==> src/rtl/segway_pkg.sv <==
// Shared Segway types: SPI arbiter state encoding, owner encoding and the
// response word substituted when a transaction is aborted by the watchdog.
package segway_pkg;

  typedef enum logic [1:0] {
    ARB_IDLE,
    ARB_GRANT,
    ARB_BUSY,
    ARB_GAP
  } arb_state_e;

  localparam logic [15:0] RESP_TMO  = 16'hDEAD;
  localparam logic        OWN_INERT = 1'b0;
  localparam logic        OWN_A2D   = 1'b1;

  // Round-robin pick: on a tie the requester that did not go last wins.
  function automatic logic pick_owner(input logic inert_req,
                                      input logic a2d_req,
                                      input logic last);
    if (inert_req && a2d_req) return ~last;
    return a2d_req ? OWN_A2D : OWN_INERT;
  endfunction

endpackage

==> src/rtl/spi_bus_arb.sv <==
// Shares one SPI master between the inertial and A2D interfaces: round-robin
// grant, enforced SS_n idle gap, and a watchdog that aborts hung transactions.
module spi_bus_arb
  import segway_pkg::*;
#(
  parameter int GAP_CYC     = 4,
  parameter int TIMEOUT_CYC = 2048
) (
  input  logic        clk,
  input  logic        rst_n,
  input  logic        inert_req,
  input  logic [15:0] inert_cmd,
  output logic        inert_done,
  output logic [15:0] inert_resp,
  input  logic        a2d_req,
  input  logic [15:0] a2d_cmd,
  output logic        a2d_done,
  output logic [15:0] a2d_resp,
  output logic        spi_wrt,
  output logic [15:0] spi_cmd,
  input  logic        spi_done,
  input  logic [15:0] spi_resp,
  output logic        sel,
  output logic        busy,
  output logic        tmo_err
);

  localparam int WD_W  = $clog2(TIMEOUT_CYC);
  localparam int GAP_W = $clog2(GAP_CYC + 1);
  localparam int CNT_W = (WD_W > GAP_W) ? WD_W : GAP_W;
  localparam logic [CNT_W-1:0] WD_LAST  = CNT_W'(TIMEOUT_CYC - 1);
  localparam logic [CNT_W-1:0] GAP_LAST = CNT_W'(GAP_CYC - 1);

  arb_state_e       state_q, state_d;
  logic             last_q, last_d;
  logic             sel_q, sel_d;
  logic [15:0]      spi_cmd_q, spi_cmd_d;
  logic             spi_wrt_q, spi_wrt_d;
  logic             busy_q, busy_d;
  logic             tmo_err_q, tmo_err_d;
  logic             inert_done_q, inert_done_d;
  logic [15:0]      inert_resp_q, inert_resp_d;
  logic             a2d_done_q, a2d_done_d;
  logic [15:0]      a2d_resp_q, a2d_resp_d;
  logic [CNT_W-1:0] cnt_q, cnt_d;
  logic             fin;
  logic [15:0]      fin_resp;

  always_comb begin
    // NOTE: every variable gets a default before the case so no path leaves
    // one unassigned; an unassigned path would infer a latch.
    state_d      = state_q;
    last_d       = last_q;
    sel_d        = sel_q;
    spi_cmd_d    = spi_cmd_q;
    spi_wrt_d    = 1'b0;
    tmo_err_d    = tmo_err_q;
    inert_done_d = 1'b0;
    inert_resp_d = inert_resp_q;
    a2d_done_d   = 1'b0;
    a2d_resp_d   = a2d_resp_q;
    cnt_d        = cnt_q;
    fin          = 1'b0;
    fin_resp     = spi_resp;

    unique case (state_q)
      ARB_IDLE: begin
        if (inert_req || a2d_req) begin
          sel_d     = pick_owner(inert_req, a2d_req, last_q);
          last_d    = sel_d;
          spi_cmd_d = (sel_d == OWN_A2D) ? a2d_cmd : inert_cmd;
          spi_wrt_d = 1'b1;
          state_d   = ARB_GRANT;
        end
      end
      ARB_GRANT: begin
        cnt_d   = '0;
        state_d = ARB_BUSY;
      end
      ARB_BUSY: begin
        // A spi_done landing on the expiry clock is a normal completion.
        if (spi_done) begin
          fin = 1'b1;
        end else if (cnt_q == WD_LAST) begin
          fin       = 1'b1;
          fin_resp  = RESP_TMO;
          tmo_err_d = 1'b1;
        end else begin
          cnt_d = cnt_q + 1'b1;
        end
      end
      ARB_GAP: begin
        if (cnt_q == GAP_LAST) state_d = ARB_IDLE;
        else                   cnt_d   = cnt_q + 1'b1;
      end
      default: state_d = ARB_IDLE;
    endcase

    if (fin) begin
      cnt_d   = '0;
      state_d = ARB_GAP;
      if (sel_q == OWN_A2D) begin
        a2d_resp_d = fin_resp;
        a2d_done_d = 1'b1;
      end else begin
        inert_resp_d = fin_resp;
        inert_done_d = 1'b1;
      end
    end

    busy_d = (state_d != ARB_IDLE);
  end

  // NOTE: state updates use non-blocking assignments and the reset is sampled
  // on the clock edge, so a mid-transaction reset aborts straight to IDLE.
  always_ff @(posedge clk) begin
    if (!rst_n) begin
      state_q      <= ARB_IDLE;
      last_q       <= OWN_A2D;
      sel_q        <= 1'b0;
      spi_cmd_q    <= '0;
      spi_wrt_q    <= 1'b0;
      busy_q       <= 1'b0;
      tmo_err_q    <= 1'b0;
      inert_done_q <= 1'b0;
      inert_resp_q <= '0;
      a2d_done_q   <= 1'b0;
      a2d_resp_q   <= '0;
      cnt_q        <= '0;
    end else begin
      state_q      <= state_d;
      last_q       <= last_d;
      sel_q        <= sel_d;
      spi_cmd_q    <= spi_cmd_d;
      spi_wrt_q    <= spi_wrt_d;
      busy_q       <= busy_d;
      tmo_err_q    <= tmo_err_d;
      inert_done_q <= inert_done_d;
      inert_resp_q <= inert_resp_d;
      a2d_done_q   <= a2d_done_d;
      a2d_resp_q   <= a2d_resp_d;
      cnt_q        <= cnt_d;
    end
  end

  assign sel        = sel_q;
  assign spi_cmd    = spi_cmd_q;
  assign spi_wrt    = spi_wrt_q;
  assign busy       = busy_q;
  assign tmo_err    = tmo_err_q;
  assign inert_done = inert_done_q;
  assign inert_resp = inert_resp_q;
  assign a2d_done   = a2d_done_q;
  assign a2d_resp   = a2d_resp_q;

endmodule

==> config.mk <==
export PLATFORM = sky130hd
export DESIGN_NAME = spi_bus_arb
export DESIGN_NICKNAME = d
export VERILOG_FILES = /design/src/rtl/segway_pkg.sv /design/src/rtl/spi_bus_arb.sv
export SDC_FILE = /design/constraint.sdc
export NUM_CORES = 1
export LEC_CHECK = 0
export ABC_AREA = 1
export CAP_MARGIN = 20
export CORE_UTILIZATION = 49
export CTS_BUF_LIST = sky130_fd_sc_hd__clkbuf_16
export CTS_CLUSTER_DIAMETER = 100
export DETAILED_ROUTE_END_ITERATION = 8
export GPL_TIMING_DRIVEN = 0
export HOLD_SLACK_MARGIN = 0.05
export PLACE_DENSITY = 0.85
export SLEW_MARGIN = 15
export SYNTH_ARGS = -nofsm -noshare
export SYNTH_HDL_FRONTEND = slang
export SYNTH_SLANG_ARGS = --single-unit
==> constraint.sdc <==
create_clock -name clk -period 3.5 [get_ports clk]
set_clock_uncertainty 0.15 [all_clocks]
set_input_delay 0.525 -clock clk [delete_from_list [all_inputs] [get_ports clk]]
set_output_delay 0.525 -clock clk [all_outputs]
set_load 0.02 [all_outputs]
==> flow_metrics.py <==
metrics = {
    "logic_synthesis": {
        "ys_top_cells_by_area": "dfxtp_1 42%, nand2_1 14%, nand4_1 6.4%, a21oi_2 5.7%, inv_1 5.0%",
        "yosysSeqAreaShare": 0.4240,
        "synthArstFlopShare": 0,
        "synth.ff_latch_count": 68,
        "synth_top_cell_area_share": 0.4240,
        "synth.distinct_cells": 33,
        "synth-edff-count": 0,
        "syn-instance-count": 431,
        "synthFlopType": "dfxtp_1",
        "synth.largest_area_cell": "dfxtp_1",
        "syn_area_um2": 3211,
        "yosysWarnings": 0,
        "synthesis.nets": 485,
        "avgSynthCellArea_um2": 7.449,
    },
    "timing": {
        "setup_tns_ns": 0,
        "finalHoldViolCount": 0,
        "slew_violations": 0,
        "tightest_slew_ns": 0.4736,
        "rsz0062_at_grt": "no",
        "slew_headroom": 0.6843,
        "timing.final.crit_share": 0.5766,
        "finalSetupViolCount": 0,
        "fmax_ghz": 0.4955,
        "layout_min_cycle_time_ns": 2.018,
    },
    "floorplan": {
        "core_area_um2": 6350,
        "fp-row-count": 29,
        "initial_utilization": 0.5056,
        "die_w_um": 82.95,
        "die_h_um": 82.95,
        "die-area_um2": 6880,
        "top_level_ports": 107,
    },
    "power": {
        "power.total_uw": 2183,
        "p_per_area_nw_per_um2": 471.2,
        "ir_drop_uv": 367.2,
        "cellLeakagePower_uw": 0.001751,
    },
    "critical_path": {
        "critical_path_class": "flop to flop",
        "required_ns": 3.54,
        "cp_max_fo": 10,
        "cp-end-kind": "flop",
        "crit_path_start_kind": "flop",
        "crit_arrival_ns": 2.06,
    },
    "finish": {
        "final_cells": 628,
        "antennaDiodeCount": 0,
        "fin_nets": 600,
        "layout_common_cells": "119 x nand2_1, 104 x clkdlybuf4s50_1, 68 x dfxtp_1",
        "syn_to_final_growth_pct": 44.31,
        "drive_above_1_share": 0.1143,
        "final_common_cell": "nand2_1",
    },
    "global_routing": {
        "grt_first_pass_wirelength_mm": 14.19,
        "gr-total-overflow": 0,
        "grtUsageTotal": 0.2542,
        "grt_max_degree": 12,
        "grt_pass1_vias": 3115,
        "antenna_found_initial": 0,
    },
    "routing": {
        "drt_iter0_markers": 190,
        "finalWirelength_mm": 8.546,
        "firstDrtPassIters": 5,
        "ant_nets": 0,
        "viasPerCell": 5.282,
        "drc": 0,
        "route.vias.total": 3317,
        "drt-wirelength-per-cell_um": 13.61,
    },
    "cts": {
        "cts.root.buffer_cell": "clkbuf_16",
        "cts_hold_buf": 0,
        "clock_path_buffers": 2,
        "clock_latency_ns": 0.32,
        "postCtsSetupBuffers": 0,
        "clk_pin_slew_ns": 0.05,
        "clock_sinks": 68,
        "post_cts_resized": 0,
        "cts_tree": "done",
        "h-tree-depth": 3,
        "cts_made_buffers": 9,
    },
    "job": {
        "max_cap_violations": 0,
    },
    "place": {
        "place_hpwl_mm": 6.216,
        "port-buffer-count": 104,
        "place_inst": 612,
        "place_congestion": 0.8314,
    },
    "min_path": {
        "hold_path_class": "flop to flop",
    },
    "outcome": {
        "status": "completed",
    },
}
critical path, cell delays in order, from the launching register on:
cell and delay, ns:
dfxtp_1 0.43, ha_1 0.31, nand2_1 0.12, nor2_4 0.16, nand3_4 0.11, nand2_4 0.12, nand2_1 0.08, nand2_1 0.31
a21oi_1 0.08
power breakdown:
group          switching, uW  internal [uW]  leakage, uW
registers               31.1            829     0.000555
clock network            317            540     0.000139
logic                    262            204      0.00106
Yosys cell counts (all sizes together), types with 4 or more instances:
library cell,count
xor2,4
o21ai,18
buf,16
dfxtp,68
nand2,121
clkbuf,11
clkinv,4
a21oi,50
nand4,33
inv,47
a31oi,16
nand3,11
nor2,26
per-layer routing:
| metal | global-route usage | vias up | wire (um) |
|---|---|---|---|
| met5 | 0 | - | 0 |
| met4 | 0.1207 | 0 | 246 |
| met3 | 0.06064 | 28 | 435 |
| met2 | 0.4277 | 111 | 4214 |
| met1 | 0.3047 | 1529 | 3650 |
| li1 | - | 1649 | - |
worst paths after layout:
kind                    start           to  slack [ns]  cells after the start
setup / recovery     cnt_q[0]     cnt_q[4]        1.48                      8
hold / removal    a2d_resp[2]  a2d_resp[2]        0.29                      2
setup reg to reg     cnt_q[0]     cnt_q[4]        1.48                      8
hold reg to reg   a2d_resp[2]  a2d_resp[2]        0.29                      2
final cells by class:
class / instances / area [um2]
fill: 501 / 1717
multi-input combinational: 285 / 1501
sequential: 68 / 1361
timing repair buffer: 104 / 1041
clock buffer: 9 / 225.2
inverter: 51 / 192.7
buffer: 27 / 155.1
tap: 77 / 96.34
clock inverter: 7 / 60.06
state kept, by name, indices dropped and copies added, names as in the netlist:
| register | cells |
|---|---|
| last_q | 1 |
| tmo_err | 1 |
| cnt_q | 11 |
| a2d_resp | 16 |
| spi_cmd | 16 |
| state_q | 2 |
| busy | 1 |
| inert_done | 1 |
| sel | 1 |
| spi_wrt | 1 |
| inert_resp | 16 |
| a2d_done | 1 |
cell families after synthesis:
| logic type | Yosys count | synth area share |
|---|---|---|
| AND/OR/NAND/NOR | 195 | 0.2884 |
| buffers and inverters | 78 | 0.1083 |
| flip-flops | 68 | 0.4240 |
| adder cells (fa/ha/maj) | 1 | 0.003896 |
| XOR/XNOR | 5 | 0.01364 |
| AO/OA/AOI/OAI | 84 | 0.1617 |
per-stage QoR:
| stage | hold WS [ns] | setup slack, ns | util | instance area [um2] |
|---|---|---|---|---|
| 2_1_floorplan | 0.2787 | 1.800 | - | 3211 |
| 3_3_place_gp | 0.2839 | 1.239 | 0.6847 | 4348 |
| 3_5_place_dp | 0.2841 | 1.219 | 0.6847 | 4348 |
| 4_1_cts | 0.2923 | 1.480 | 0.7297 | 4633 |
| 5_1_grt | 0.3166 | 1.302 | 0.7297 | 4633 |
| 6_report | 0.2909 | 1.482 | 0.7297 | 4633 |
(Power assumes the default switching activity.)
